<file path="src/rtl/alu_pkg.sv">
// Shared encodings and widths for the ALU operand stage.
// Optional feature: ALU_OPERAND_STAGE_FORWARD_EN (writeback-to-read forwarding in the top).
package alu_pkg;

    localparam int REG_ADDR_W = 3;
    localparam int DATA_W     = 32;
    localparam int NUM_REGS   = 1 << REG_ADDR_W;

    typedef enum logic [1:0] {
        FUNC_AND = 2'b00,
        FUNC_OR  = 2'b01,
        FUNC_ADD = 2'b10,
        FUNC_SUB = 2'b11
    } func_t;

    typedef enum logic [1:0] {
        OP_AND = 2'b00,
        OP_OR  = 2'b01,
        OP_ADD = 2'b10
    } op_t;

    typedef struct packed {
        op_t  op;
        logic binvert;
    } ctrl_t;

    // SUB reuses the adder with the B operand inverted and a carry-in of one.
    function automatic ctrl_t func_to_ctrl(input func_t f);
        ctrl_t c;
        c = '{op: OP_AND, binvert: 1'b0};
        case (f)
            FUNC_AND: c = '{op: OP_AND, binvert: 1'b0};
            FUNC_OR:  c = '{op: OP_OR,  binvert: 1'b0};
            FUNC_ADD: c = '{op: OP_ADD, binvert: 1'b0};
            FUNC_SUB: c = '{op: OP_ADD, binvert: 1'b1};
            default:  c = '{op: OP_AND, binvert: 1'b0};
        endcase
        return c;
    endfunction

endpackage

</file>
<file path="src/rtl/alu_regfile.sv">
// 8 x 32 register file: two combinational read ports, one synchronous write port.
// r0 is hardwired to zero; all entries clear on reset.
module alu_regfile
    import alu_pkg::*;
(
    input  logic                  clk,
    input  logic                  reset,
    input  logic [REG_ADDR_W-1:0] raddr_a,
    input  logic [REG_ADDR_W-1:0] raddr_b,
    output logic [DATA_W-1:0]     rdata_a,
    output logic [DATA_W-1:0]     rdata_b,
    input  logic                  wen,
    input  logic [REG_ADDR_W-1:0] waddr,
    input  logic [DATA_W-1:0]     wdata
);

    logic [DATA_W-1:0] mem [NUM_REGS];

    always_ff @(posedge clk or posedge reset) begin
        if (reset) begin
            for (int i = 0; i < NUM_REGS; i++) begin
                mem[i] <= '0;
            end
        end else if (wen && (waddr != '0)) begin
            mem[waddr] <= wdata;
        end
    end

    assign rdata_a = (raddr_a == '0) ? '0 : mem[raddr_a];
    assign rdata_b = (raddr_b == '0) ? '0 : mem[raddr_b];

endmodule

</file>
<file path="src/rtl/alu_operand_stage.sv">
// Operand fetch stage: reads the register file, decodes ALU controls and holds them behind a
// valid/ready handshake. Define ALU_OPERAND_STAGE_FORWARD_EN to forward same-cycle writebacks.
module alu_operand_stage
    import alu_pkg::*;
(
    input  logic                  clk,
    input  logic                  reset,
    input  logic                  in_valid,
    output logic                  in_ready,
    input  logic [1:0]            in_func,
    input  logic [REG_ADDR_W-1:0] in_rs,
    input  logic [REG_ADDR_W-1:0] in_rt,
    input  logic [REG_ADDR_W-1:0] in_rd,
    input  logic                  wb_en,
    input  logic [REG_ADDR_W-1:0] wb_addr,
    input  logic [DATA_W-1:0]     wb_data,
    output logic                  out_valid,
    input  logic                  out_ready,
    output logic [DATA_W-1:0]     a,
    output logic [DATA_W-1:0]     b,
    output logic [1:0]            Operation,
    output logic                  Binvert,
    output logic                  Carryin,
    output logic [REG_ADDR_W-1:0] out_rd,
    output logic [15:0]           issue_count
);

    logic [DATA_W-1:0] rdata_a;
    logic [DATA_W-1:0] rdata_b;
    logic [DATA_W-1:0] opnd_a;
    logic [DATA_W-1:0] opnd_b;
    logic              accept;
    ctrl_t             ctrl;

    alu_regfile u_regfile (
        .clk     (clk),
        .reset   (reset),
        .raddr_a (in_rs),
        .raddr_b (in_rt),
        .rdata_a (rdata_a),
        .rdata_b (rdata_b),
        .wen     (wb_en),
        .waddr   (wb_addr),
        .wdata   (wb_data)
    );

`ifdef ALU_OPERAND_STAGE_FORWARD_EN
    assign opnd_a = (wb_en && (wb_addr == in_rs) && (in_rs != '0)) ? wb_data : rdata_a;
    assign opnd_b = (wb_en && (wb_addr == in_rt) && (in_rt != '0)) ? wb_data : rdata_b;
`else
    assign opnd_a = rdata_a;
    assign opnd_b = rdata_b;
`endif

    assign in_ready = !out_valid || out_ready;
    assign accept   = in_valid && in_ready;
    assign ctrl     = func_to_ctrl(func_t'(in_func));

    always_ff @(posedge clk or posedge reset) begin
        if (reset) begin
            out_valid   <= 1'b0;
            a           <= '0;
            b           <= '0;
            Operation   <= OP_AND;
            Binvert     <= 1'b0;
            Carryin     <= 1'b0;
            out_rd      <= '0;
            issue_count <= '0;
        end else if (accept) begin
            out_valid   <= 1'b1;
            a           <= opnd_a;
            b           <= opnd_b;
            Operation   <= ctrl.op;
            Binvert     <= ctrl.binvert;
            Carryin     <= ctrl.binvert;
            out_rd      <= in_rd;
            issue_count <= issue_count + 16'd1;
        end else if (out_valid && out_ready) begin
            // Operand fields keep their last values; only the valid flag drops.
            out_valid   <= 1'b0;
        end
    end

endmodule

</file>
<file path="config.mk">
export PLATFORM = sky130hd
export DESIGN_NAME = alu_operand_stage
export DESIGN_NICKNAME = d
export VERILOG_FILES = /design/src/rtl/alu_pkg.sv /design/src/rtl/alu_regfile.sv /design/src/rtl/alu_operand_stage.sv
export SDC_FILE = /design/constraint.sdc
export NUM_CORES = 1
export LEC_CHECK = 0
export CORE_MARGIN = 1
export CORE_UTILIZATION = 55
export CTS_CLUSTER_DIAMETER = 30
export DETAILED_ROUTE_END_ITERATION = 10
export PLACE_DENSITY = 0.79
export SYNTH_ARGS = -nofsm -noshare
export SYNTH_HDL_FRONTEND = slang
export SYNTH_HIERARCHICAL = 1
export SYNTH_SLANG_ARGS = --single-unit
</file>
<file path="constraint.sdc">
create_clock -name clk -period 7.78 [get_ports clk]
set_input_delay 0.778 -clock clk [delete_from_list [all_inputs] [get_ports clk]]
set_output_delay 0.778 -clock clk [all_outputs]
set_load 0.03 [all_outputs]
</file>
======== Word level (Yosys, flattened, before mapping) ========
Index checks and enable logic that the tools add are counted.
operators by class
  reduce and logical (&&, ||, !) cells .... 11
  $lt $le $gt $ge ......................... 4
  multiply operators ...................... 0
  add/subtract/negate cells ............... 1
  shift-type cells ........................ 0
  eq/ne operators ......................... 3
  divide/modulo/power cells ............... 0
  bitwise logic cells ..................... 3
  mux-type cells .......................... 14
operators by type and width
  kind                                                                           count
  256-bit bitwise mux                                                            1
  32-bit two-way mux                                                             7
  32-bit binary-select mux with 3-bit select                                     2
  32-bit demux with 3-bit select                                                 1
  16-bit by 1-bit adder with 16-bit output (second input constant)               1
  4-bit greater-or-equal comparator (second input constant)                      3
  3-bit NOT with 4-bit output                                                    3
  3-bit one-hot mux with 4 select lines                                          1
  3-bit logical NOT                                                              2
  2-bit == test (second input constant)                                          2
  1-bit logical AND                                                              4
  4-bit by 1-bit less-than comparator with 1-bit output (second input constant)  1
  3-bit nonzero test                                                             1
  2-bit by 1-bit == test with 1-bit output (second input constant)               1
  2-bit logical NOT                                                              1
  1-bit two-way mux                                                              2
  2-bit nonzero test                                                             1
  1-bit logical NOT                                                              1
  1-bit logical OR                                                               1
storage, ports and cells
  RAM bits ................................ 0
  bits in latches ......................... 0
  memories kept ........................... 0
  logic and storage cells ................. 51
  output and inout port bits .............. 89
  bits in read-only memories .............. 0
  register bits after elaboration ......... 343
  input bits .............................. 51

======== Logic depth before layout (Yosys ltp) ========
  depth after elaboration ................. 6
  gate-level depth with buffers ........... 7
  gate-level depth less buffers ........... 5

======== Hierarchy ========
Netlist, hierarchy kept.
modules (own cells, without submodules)
  module             sequential area each (um^2)  cells an instance  times used  area each (um^2)
  alu_regfile        5605.4                       873                1           12280.5
  alu_operand_stage  2177.1                       223                1           3388.2

======== Least setup slack after synthesis ========
No wires, ideal clock.
  kind .................................... input port to flip-flop
  from .................................... input port in_rs[1]
  to ...................................... register a[9]
  data required time ...................... 7655 ps
  data arrival time ....................... 1941 ps
  path buffers ............................ 2
  slack ................................... 5714 ps
  cell stages on the path ................. 6
  setup time .............................. 125 ps
  path through ............................ buf_4 -> buf_6 -> mux2_2 -> a221oi_1 -> a221oi_1 -> mux2_2
on the way
  word-level cells in the longest chain between the ends .. 5
  elaborated cells between the ends (all ways) .. 6
  those cells by class .................... mux: 4; bitwise: 1; reduce/logical: 1
RTL lines
  item                                                   RTL line                 RTL
  from (decl)                                            alu_operand_stage.sv:11  input logic [REG_ADDR_W-1:0] in_rs,
  3-bit NOT with 4-bit output (not written as such)      alu_regfile.sv:29        assign rdata_a = (raddr_a == '0) ? '0 : mem[raddr_a];
  32-bit binary-select mux with 3-bit select             alu_regfile.sv:29
  32-bit two-way mux (not written as such) (2 in a row)  alu_regfile.sv:29
  32-bit two-way mux (*)                                 alu_regfile.sv:29
  via opnd_a[9]                                          alu_operand_stage.sv:30  logic [DATA_W-1:0] opnd_a;
  to (signal assigned)                                   alu_operand_stage.sv:71  a <= opnd_a;
  to (decl)                                              alu_operand_stage.sv:19  output logic [DATA_W-1:0] a,
Mark *: on every way through the listed nets, which the timed path passes. The rest lies on a longest branch. The select of a mux whose other input is x is not followed.
A chain may end at the register's enable or synchronous reset.

======== Worst setup path after layout ========
  from .................................... input port in_rs[1]
  to ...................................... register a[10]
Same word-level chain as after synthesis.

==> metrics.yaml <==
run_status:
  outcome: "finished, final reports clean"
layout:
  mostFrequentLayoutCells: "dfrtp_1, mux2_2, clkdlybuf4s50_1, mux2i_1, a221oi_1"
  stdcell_count: 1677
  drive_gt1_frac: 0.385
  multi_input_area_um2: 7220
  num-nets-final: 1285
  syn2layout_area_growth_pct: 26.1
  ff_latch_area_um2: 7780
  fillers: 1870
  final_common_cell: "dfrtp_1"
pwr:
  p_per_area_nw_per_um2: 354
  p_total_w: 0.00699
  ir_drop_mv: 0.221
  p_leak_nw: 8.62
die:
  start_util: 0.561
  die_y_um: 171
  die_w_um: 171
  coreArea_um2: 27900
  ios: 140
  rows: 61
  dieArea_um2: 29200
global_route:
  grt.total_usage: 0.298
  antenna_found_initial: 2
  grt_pass1_wl_mm: 65.9
  grt_max_degree: 128
  grt_pass1_vias: 11500
  grt.overflow.total: 0
worst_setup_path:
  arrival_ns: 3.29
  critPathCaptureType: "flip-flop"
  required_ns: 8.24
  startpoint_type: "primary input"
  criticalPathCategory: "primary input to flip-flop"
  critPathMaxFanout: 47
route:
  drcViolationCount: 0
  dr.pass1.iters: 5
  wl_per_cell_um: 25.0
  viasPerCell: 6.31
  via_count: 10600
  drt-initial-drc-count: 790
  ant_nets: 0
  wl_mm: 42.0
clock_network:
  cts-root-buf: "clkbuf_16"
  post-cts-setup-buffer-count: 0
  ctsLongestPathBuffers: 3
  cts_hold_buffers: 0
  cts.clk_slew.worst_paths_ns: 0.04
  cts_resized: 0
  cts_buffers: 76
  ctsHtreeMaxLevel: 3
  cts_tree: "yes"
  clk_latency_ns: 0.57
  clock-sinks: 311
yosys:
  yosys.area.top_type: "dfrtp_1"
  synth_area_leaders: "dfrtp_1, mux2_2, mux2i_1"
  syn_nets: 1148
  async_reset_ff_frac: 1.00
  synth_flop_cell: "dfrtp_1"
  synth_edf_count: 0
  synthCells: 1096
  synth_seq_cells: 311
  syn-cell-area_um2: 15700
  yosys.cell_types.count: 40
  synth_top_area_frac: 0.497
  yosysWarnings: 6
  ys_seq_area_frac: 0.497
  avgSynthCellArea_um2: 14.3
sta:
  drv_slew: 0
  fin_ws_ns: 4.95
  min_period_ns: 2.83
  setup_viol: 0
  worstMarginPinSlew_ns: 1.23
  fin_crit_sh: 0.364
  skew_ns: 0.0232
  fmax_ghz: 0.353
  hold_violations: 0
  fin_tns_setup_ns: 0
  slew-limit-headroom: 0.175
  rsz0062_at_grt: "false"
placement:
  place_inst: 1533
  dp_hpwl_mm: 21.9
  dpl_worst_slack_ns: 4.40
  portBuffers: 139
  gp_congestion: 0.789
job:
  max_cap_violations: 0
min_path:
  hold_class: "flip-flop to flip-flop"
[final cells by class]
type                            count  share of cell area
Inverter                            8             0.00203
Clock inverter                     51              0.0340
Antenna cell                        2            0.000253
Tap cell                          378              0.0239
Clock buffer                       91               0.106
Multi-Input combinational cell    682               0.365
Sequential cell                   311               0.394
Timing Repair Buffer              154              0.0748
[worst paths after layout]
path / start / to / slack, ns / depth (start not counted)
setup reg to reg: out_valid$_DFFE_PP0P_ / a[18]$_DFFE_PP0P_ / 5.69 / 4
min in group asynchronous: reset / b[28]$_DFFE_PP0P_ / 0.80 / 2
max in group asynchronous: reset / u_regfile/mem[137]$_DFFE_PP0P_ / 5.62 / 3
setup / recovery: in_rs[1] / a[10]$_DFFE_PP0P_ / 4.95 / 6
hold / removal: issue_count[15]$_DFFE_PP0P_ / issue_count[15]$_DFFE_PP0P_ / 0.47 / 1
hold reg to reg: issue_count[15]$_DFFE_PP0P_ / issue_count[15]$_DFFE_PP0P_ / 0.47 / 1
[power by group]
group	internal, W	switching, W
Clock	0.00227	0.00105
Sequential	0.00199	0.000309
Combinational	0.000717	0.000650
Total	0.00498	0.00201
[worst max-delay path, cell delays in order]
cell      delay [ns]
buf_4           0.58
buf_4           0.72
mux2_2          0.41
a221oi_1        0.32
a221oi_1        0.10
mux2_2          0.31
[layer usage]
layer  track usage  up-vias  part of all wire
met3        0.0569       87             0.062
met5             0        -                 0
met2         0.479      443              0.49
met1         0.396     5550              0.43
met4         0.123        0             0.024
li1              -     4504                 -
[Yosys cell counts, types with 2 or more instances]
library cell	count
nor2b_1	3
mux2i_1	128
mux2_4	60
and3_1	2
nor2_1	4
clkbuf_1	20
nor3_1	5
dfrtp_1	311
buf_4	14
inv_1	8
a221oi_1	125
and2_1	4
nand4_2	2
nand2b_1	2
nand4b_4	3
nand3_1	3
buf_6	28
buf_2	32
xnor2_1	8
o21ai_0	2
xor2_1	7
mux2_1	38
and4bb_1	2
mux2_2	259
nand2_1	11
[state kept, by name (all words and copies together), names as in the netlist]
register,count
u_regfile/mem,224
a,32
b,32
issue_count,16
out_rd,3
Operation,2
Carryin,1
out_valid,1
[cells by family after synthesis]
kind of cell	synth area share
flip-flops	0.497
buffers and inverters	0.0441
XOR/XNOR	0.00838
AND/OR/NAND/NOR	0.0246
adder cells (fa/ha/maj)	0.000798
multiplexers	0.353
AO/OA/AOI/OAI	0.0727
[through the flow]
stage	hold slack [ns]	utilization	instance area (µm²)
CTS	0.474	0.707	19800
global placement	0.460	0.608	17000
floorplan	0.475	-	15700
detailed placement	0.464	0.608	17000
global route	0.494	0.707	19800
finish	0.472	0.707	19800
Note: power is estimated with default switching activity, not from simulation.
